--- config.mk ---
export PLATFORM = sky130hd
export DESIGN_NAME = ifu_fetch
export DESIGN_NICKNAME = d
export VERILOG_FILES = /design/src/rtl/ifu_fetch.sv
export SDC_FILE = /design/constraint.sdc
export NUM_CORES = 1
export LEC_CHECK = 0
export ABC_AREA = 1
export CAP_MARGIN = 20
export CORE_ASPECT_RATIO = 2
export CORE_MARGIN = 4
export CORE_UTILIZATION = 44
export CTS_CLUSTER_SIZE = 28
export DETAILED_ROUTE_END_ITERATION = 12
export GPL_ROUTABILITY_DRIVEN = 0
export PLACE_DENSITY = 0.73
export SLEW_MARGIN = 20
export SYNTH_ARGS = -nofsm -noshare
export SYNTH_HDL_FRONTEND = slang
export SYNTH_SLANG_ARGS = --single-unit
--- constraint.sdc ---
create_clock -name clk -period 7.3 [get_ports clk]
set_input_delay 2.19 -clock clk [delete_from_list [all_inputs] [get_ports clk]]
set_output_delay 2.19 -clock clk [all_outputs]
set_load 0.01 [all_outputs]
--- src/rtl/ifu_fetch.sv ---
`default_nettype none
// ============================================================================
// Module   : ifu_fetch
// Purpose  : Instruction fetch stage ahead of decode. Keeps the fetch PC,
//            issues in-order requests to instruction memory under a credit
//            limit, buffers returned words in a small FIFO and hands
//            {inst, inst_pc} to decode over valid/ready. Redirects load a new
//            PC and flush wrong-path words. Halt (ebreak) stops issue.
// Ports    : clk, rst_n (async, active-low)
//            redirect_valid/redirect_pc : taken branch/jump target
//            halt                       : sticky stop of request issue
//            imem_req_*                 : request channel (valid/ready/addr)
//            imem_rsp_*                 : in-order response words
//            inst_valid/inst_ready/inst/inst_pc : decode handshake
//            fetch_misalign             : misaligned redirect flag
// Macro    : IFU_MISALIGN_TRAP_EN - misaligned redirect sets fetch_misalign
//            and halts; otherwise redirect_pc[1:0] is cleared on load.
// Revision : 1.0 - initial release
// ============================================================================
module ifu_fetch #(
  parameter int                    ADDR_WIDTH = 64,
  parameter int                    INST_WIDTH = 32,
  parameter logic [ADDR_WIDTH-1:0] RESET_PC   = 64'h8000_0000,
  parameter int                    FIFO_DEPTH = 2
) (
  input  logic                  clk,
  input  logic                  rst_n,
  input  logic                  redirect_valid,
  input  logic [ADDR_WIDTH-1:0] redirect_pc,
  input  logic                  halt,
  output logic                  imem_req_valid,
  input  logic                  imem_req_ready,
  output logic [ADDR_WIDTH-1:0] imem_req_addr,
  input  logic                  imem_rsp_valid,
  input  logic [INST_WIDTH-1:0] imem_rsp_data,
  output logic                  inst_valid,
  input  logic                  inst_ready,
  output logic [INST_WIDTH-1:0] inst,
  output logic [ADDR_WIDTH-1:0] inst_pc,
  output logic                  fetch_misalign
);

  localparam int CW = $clog2(FIFO_DEPTH) + 1;
  localparam int PW = $clog2(FIFO_DEPTH);

  logic                  run_q;
  logic                  halted_q, halted_d;
  logic                  misalign_q, misalign_d;
  logic [ADDR_WIDTH-1:0] fetch_pc_q, fetch_pc_d;
  logic [CW-1:0]         out_q, out_d;
  logic [CW-1:0]         drop_q, drop_d;
  logic [CW-1:0]         cnt_q, cnt_d;
  logic [PW-1:0]         rd_ptr_q, rd_ptr_d, wr_ptr_q, wr_ptr_d;
  logic [PW-1:0]         pcq_rd_q, pcq_wr_q;

  logic [INST_WIDTH-1:0] mem_data [FIFO_DEPTH];
  logic [ADDR_WIDTH-1:0] mem_pc   [FIFO_DEPTH];
  logic [ADDR_WIDTH-1:0] pcq      [FIFO_DEPTH];

  logic                  w_accept, w_redir, w_drop, w_push, w_pop, w_misal;
  logic [CW:0]           w_occ;
  logic [ADDR_WIDTH-1:0] w_target;
  logic                  w_unused_bits;

  // Credits cover both buffered words and words still in flight, so the
  // FIFO can never overflow however late responses arrive.
  assign w_occ          = {1'b0, cnt_q} + {1'b0, out_q};
  assign imem_req_valid = run_q && !halted_q && (w_occ < (CW+1)'(FIFO_DEPTH));
  assign imem_req_addr  = fetch_pc_q;
  assign w_accept       = imem_req_valid && imem_req_ready;
  assign w_misal        = (redirect_pc[1:0] != 2'b00);
  assign w_unused_bits  = w_misal;

  // Once halted a redirect only moves fetch_pc; nothing is flushed, so the
  // words already in flight still drain to decode.
  assign w_redir = redirect_valid && !halted_q;
  assign w_drop  = imem_rsp_valid && ((drop_q != '0) || w_redir);
  assign w_push  = imem_rsp_valid && !w_drop;
  assign w_pop   = inst_valid && inst_ready;

  assign inst_valid     = (cnt_q != '0);
  assign inst           = inst_valid ? mem_data[rd_ptr_q] : '0;
  assign inst_pc        = inst_valid ? mem_pc[rd_ptr_q]   : '0;
  assign fetch_misalign = misalign_q;

`ifdef IFU_MISALIGN_TRAP_EN
  assign w_target = redirect_pc;
`else
  assign w_target = {redirect_pc[ADDR_WIDTH-1:2], 2'b00};
`endif

  always_comb begin
    halted_d   = halted_q | halt;
    misalign_d = misalign_q;
`ifdef IFU_MISALIGN_TRAP_EN
    if (redirect_valid && w_misal) begin
      halted_d   = 1'b1;
      misalign_d = 1'b1;
    end
`endif
    fetch_pc_d = fetch_pc_q;
    if (redirect_valid)
      fetch_pc_d = w_target;
    else if (w_accept)
      fetch_pc_d = fetch_pc_q + ADDR_WIDTH'(4);

    out_d = out_q + CW'(w_accept) - CW'(imem_rsp_valid);

    // On redirect every word still in flight (including one accepted this
    // very cycle) is stale; a response landing now is already excluded.
    drop_d = drop_q;
    if (w_redir)
      drop_d = out_d;
    else if (imem_rsp_valid && (drop_q != '0))
      drop_d = drop_q - CW'(1);

    rd_ptr_d = rd_ptr_q;
    wr_ptr_d = wr_ptr_q;
    cnt_d    = cnt_q;
    if (w_redir) begin
      rd_ptr_d = '0;
      wr_ptr_d = '0;
      cnt_d    = '0;
    end else begin
      if (w_push) wr_ptr_d = wr_ptr_q + PW'(1);
      if (w_pop)  rd_ptr_d = rd_ptr_q + PW'(1);
      cnt_d = cnt_q + CW'(w_push) - CW'(w_pop);
    end
  end

  always_ff @(posedge clk or negedge rst_n) begin
    if (!rst_n) begin
      run_q      <= 1'b0;
      halted_q   <= 1'b0;
      misalign_q <= 1'b0;
      fetch_pc_q <= RESET_PC;
      out_q      <= '0;
      drop_q     <= '0;
      cnt_q      <= '0;
      rd_ptr_q   <= '0;
      wr_ptr_q   <= '0;
      pcq_rd_q   <= '0;
      pcq_wr_q   <= '0;
    end else begin
      run_q      <= 1'b1;
      halted_q   <= halted_d;
      misalign_q <= misalign_d;
      fetch_pc_q <= fetch_pc_d;
      out_q      <= out_d;
      drop_q     <= drop_d;
      cnt_q      <= cnt_d;
      rd_ptr_q   <= rd_ptr_d;
      wr_ptr_q   <= wr_ptr_d;
      // The PC queue mirrors memory order, so it advances even for words
      // that end up dropped.
      if (w_accept)       pcq_wr_q <= pcq_wr_q + PW'(1);
      if (imem_rsp_valid) pcq_rd_q <= pcq_rd_q + PW'(1);
    end
  end

  // Storage only; validity is tracked by the pointers and counts above.
  always_ff @(posedge clk) begin
    if (w_accept)
      pcq[pcq_wr_q] <= fetch_pc_q;
    if (w_push) begin
      mem_data[wr_ptr_q] <= imem_rsp_data;
      mem_pc[wr_ptr_q]   <= pcq[pcq_rd_q];
    end
  end

endmodule
`default_nettype wire
# == Word level (Yosys, flattened, before mapping) ==
# Memories as Yosys holds them, arrays and structs flattened.
# Index checks and enable logic that the tools add are counted.
# word_totals
memories,3
ff_bits,76
elab_cells,58
rom_bits,0
mem_bits_rw,320
out_inout_bits,163
latch_bits,0
inputBits,103
# mem_list
memory,words,word_bits,rd,rd_ports_with_merged_regs,write_ports,line,text
mem_pc,2,64,1,0,1,57,logic [ADDR_WIDTH-1:0] mem_pc [FIFO_DEPTH];
pcq,2,64,1,0,1,58,logic [ADDR_WIDTH-1:0] pcq [FIFO_DEPTH];
mem_data,2,32,1,0,1,56,logic [INST_WIDTH-1:0] mem_data [FIFO_DEPTH];
# op_classes
n_reduce_logical,17
shifts,0
bitwise_logic,1
n_eq_ne,0
mul,0
n_mux,15
magnitude_cmp,1
addsub,11
div,0
# ops
op,count
64-bit two-way mux,3
"64-bit by 3-bit adder with 64-bit output, second input constant",1
32-bit two-way mux,1
2-bit nonzero test,6
1-bit logical AND,8
1-bit two-way mux,8
2-bit two-way mux,3
"1-bit adder, second input constant",4
2-bit by 1-bit adder with 2-bit output,2
2-bit by 1-bit subtractor with 2-bit output,2
2-bit by 2-bit adder with 3-bit output,1
"3-bit by 2-bit less-than comparator with 1-bit output, second input constant",1
1-bit zero test,2
"2-bit by 1-bit subtractor with 2-bit output, second input constant",1
1-bit logical OR,1
1-bit OR,1

# == Logic depth before layout (Yosys ltp) ==
# depth
word_depth,9
depth_mapped,12
ltp_nobuf,12

# == Worst setup path after synthesis ==
# OpenSTA, ideal clock, no wires.
# synth_timing
path_type,input -> register
startpoint,in redirect_valid
endpoint,mem mem_data[0][0] (enable)
path_slack_ps,88
t_required_ps,6753
cell_stages,6
n_path_buf,1
setup_time_ps,547
t_arrival_ps,6664
path_cell_list,buf_4 > inv_2 > nor2_1 > inv_1 > nand3_1 > nor2_1
# synth_between
elab_chain_len,7
# synth_lines
element,line,text
start: declaration,28,"input logic redirect_valid,"
1-bit logical AND,76,assign w_redir = redirect_valid && !halted_q;
1-bit logical OR,77,assign w_drop = imem_rsp_valid && ((drop_q != '0) || w_redir);
1-bit logical AND,77,
1-bit zero test,78,assign w_push = imem_rsp_valid && !w_drop;
1-bit logical AND,78,
1-bit two-way mux,165,if (w_push) begin
1-bit two-way mux (implied by the code),166,mem_data[wr_ptr_q] <= imem_rsp_data;
end: declaration,56,
# Every way passes these cells.

# == Worst setup path after layout ==
# layout_timing
startpoint,reg rd_ptr_q
endpoint,out inst_pc[35]
# layout_between
elab_chain_len,2
# layout_lines
element,line,text
start: declaration,53,"logic [PW-1:0] rd_ptr_q, rd_ptr_d, wr_ptr_q, wr_ptr_d;"
start signal: assignment,152,rd_ptr_q <= rd_ptr_d;
memory read 2 x 64 bit,-,
64-bit two-way mux,83,assign inst_pc = inst_valid ? mem_pc[rd_ptr_q] : '0;
end: declaration,39,"output logic [ADDR_WIDTH-1:0] inst_pc,"
# Every way passes these cells.

==> flow_metrics.tcl <==
set metrics [dict create \
    worstSetupPathType "flop to output pin" \
    ios 266 \
    grt_pass1_wl_um 69700 \
    synthCells 1569 \
    start_kind "flop" \
    crit_arrival_ps 3460 \
    die_area_mm2 0.0418 \
    leakage_nw 7.88 \
    fin_util 0.556 \
    routed_via_density 5.17 \
    worst_pin_slew_ps 1010 \
    postRouteAntennaNets 0 \
    drc_errors 0 \
    die_w_um 147 \
    yosysSeqAreaShare 0.664 \
    post-dp-hpwl_um 31300 \
    holdCritStartpoint "halted_q" \
    synth_edf_count 312 \
    maxCapViolations 0 \
    drive_gt1_frac 0.0895 \
    cts_htree_levels 2 \
    track_usage 0.215 \
    yosys_warnings 0 \
    drt_iter0_drc 831 \
    synth_most_common_cell "nand2_1" \
    antenna_found_initial 0 \
    max_freq_ghz 0.177 \
    vias 12200 \
    reg2regPathDepth 7 \
    clock_latency_ps 520 \
    clk_transition_reported_paths_ps 70 \
    hold_path.class "flop to flop" \
    hold-worst-slack_ps 519 \
    die_h_um 285 \
    synth_seq_cells 386 \
    fin_crit_sh 0.773 \
    holdPathStages 1 \
    place_ws_ps 2130 \
    yosys-top-cells-area "edfxtp_1, nand2_1, dfrtp_1" \
    clockBufferDepth 3 \
    power_density_mw_per_mm2 325 \
    timing.rr.end "pcq[1][54]" \
    routedWlPerCell_um 19.4 \
    cts_tree "yes" \
    avgSynthCellArea_um2 10.8 \
    fin_ws_ps 1650 \
    setup-violations-final 0 \
    tns_ps 0 \
    synth_top_area_cell "edfxtp_1" \
    routed_wl_um 45800 \
    async_flop_share 0.192 \
    cts_setup_buffers 0 \
    cp.required_ps 5110 \
    hold_viol 0 \
    worstReg2RegStart "cnt_q[0]" \
    diodes 0 \
    whs_endpoint "halted_q" \
    io_buffers 258 \
    drv_slew 0 \
    cts_sinks 386 \
    r2r_slack_ps 4030 \
    period_minus_slack_ps 5650 \
    synth_cell_type_count 37 \
    syn-cell-area_mm2 0.0169 \
    clockRootBuffer "clkbuf_16" \
    initial_core_util 0.445 \
    grt_overflow 0 \
    final_area_mm2 0.0212 \
    status "completed" \
    cts-hold-fix-buffers 0 \
    cts_buffers 34 \
    slew_headroom 0.322 \
    rsz0062_at_grt "no" \
    cp_max_fo 64 \
    synth_flop_cell "edfxtp_1" \
    fin_worst_skew_ps 19.9 \
    grt_max_degree 65 \
    first_global_vias 12200 \
    postPlaceCellArea_mm2 0.0200 \
    ir_drop_mv 0.165 \
    yosysTopAreaCellShare 0.554 \
    fin_nets 1927 \
    synth.top_cells.by_count "nand2_1, edfxtp_1, nor2_1" \
    cts-resized-gates 0 \
    area_delta_synth_final_pct 25.1 \
    num_rows 101 \
    end_kind "output pin" \
    core_area_mm2 0.0380 \
    drt_pass1_iterations 5 \
]
metrics by stage:
| step | power (mW) | instances |
|---|---|---|
| after CTS | 6.95 | 2357 |
| after detailed placement | 5.13 | 2295 |
| final | 6.89 | 2358 |
| after floorplan | 4.00 | 1573 |
| after global routing | 7.22 | 2358 |
| after global placement | 5.08 | 2295 |
layout make-up:
cell class | instances | area (um2)
clock buffer | 47 | 983
inverter | 119 | 448
fill | 3184 | 16900
sequential | 386 | 11200
tap | 515 | 644
clock inverter | 15 | 154
multi-input combinational | 1006 | 5000
timing repair buffer | 270 | 2710
worst max-delay path by stage:
stage,start,end,slack (ps)
floorplan,redirect_valid,mem_data[0][0],90
global placement,rd_ptr_q,inst_pc[35],2150
global route,rd_ptr_q,inst_pc[35],1370
detailed placement,rd_ptr_q,inst_pc[35],2130
CTS,rd_ptr_q,inst_pc[35],1550
finish,rd_ptr_q,inst_pc[35],1650
registers in the layout (all words and copies together), names as in the netlist:
name / count
out_q: 2
pcq: 124
rd_ptr_q: 1
pcq_rd_q: 1
drop_q: 2
cnt_q: 2
imem_req_addr: 62
run_q: 1
pcq_wr_q: 1
wr_ptr_q: 1
halted_q: 1
mem_data: 64
mem_pc: 124
report_power, final:
| part | switching, mW | internal, mW | total, mW |
|---|---|---|---|
| combinational | 1.18 | 1.00 | 2.18 |
| clock | 0.772 | 1.05 | 1.83 |
| sequential | 0.178 | 2.71 | 2.89 |
cell families (layout without fill, tap and decap cells):
family	after synthesis	in the layout	share of synthesized area
AND/OR/NAND/NOR	727	727	0.174
flip-flops	386	386	0.664
buffers and inverters	181	451	0.0441
AO/OA/AOI/OAI	176	176	0.0563
multiplexers	62	62	0.0413
XOR/XNOR	28	28	0.0145
adder cells (fa/ha/maj)	7	7	0.00562
other	2	6	0.000444
critical path: stages, from the launching register on:
cell and delay, ps:
dfrtp_4 700, clkinv_2 880, buf_4 580, nand2_1 110, a21oi_1 60, clkdlybuf4s50_1 550
metal layers:
| layer | global-route usage | vias up | part of all wire |
|---|---|---|---|
| li1 | - | 5750 | - |
| met1 | 0.247 | 5778 | 0.36 |
| met2 | 0.383 | 512 | 0.52 |
| met3 | 0.0243 | 145 | 0.054 |
| met4 | 0.126 | 0 | 0.063 |
| met5 | 0 | - | 0 |
placed cells by master, fill, tap and decap left out, types with 2 or more instances in the layout:
master and instances:
mux2_2 62, clkbuf_8 2, edfxtp_1 312, nand3_2 2
inv_1 112, ha_1 6, bufinv_16 3, clkdlybuf4s50_1 256
dfrtp_1 71, buf_12 2, xnor2_1 4, clkinv_1 5
o21ai_0 41, nand2_2 10, clkbuf_16 37, o211ai_1 14
nand2_1 507, nor2_4 9, clkinv_2 4, clkbuf_1 8
nand3_1 64, nor2_1 117, nor2_2 5, nand4_1 6
buf_4 10, o21ai_1 12, xor2_1 24, o21bai_1 12
conb_1 6, clkinvlp_4 4, a21oi_1 94, inv_2 6
nor3_1 3
Power figures use the tool's default switching activity.
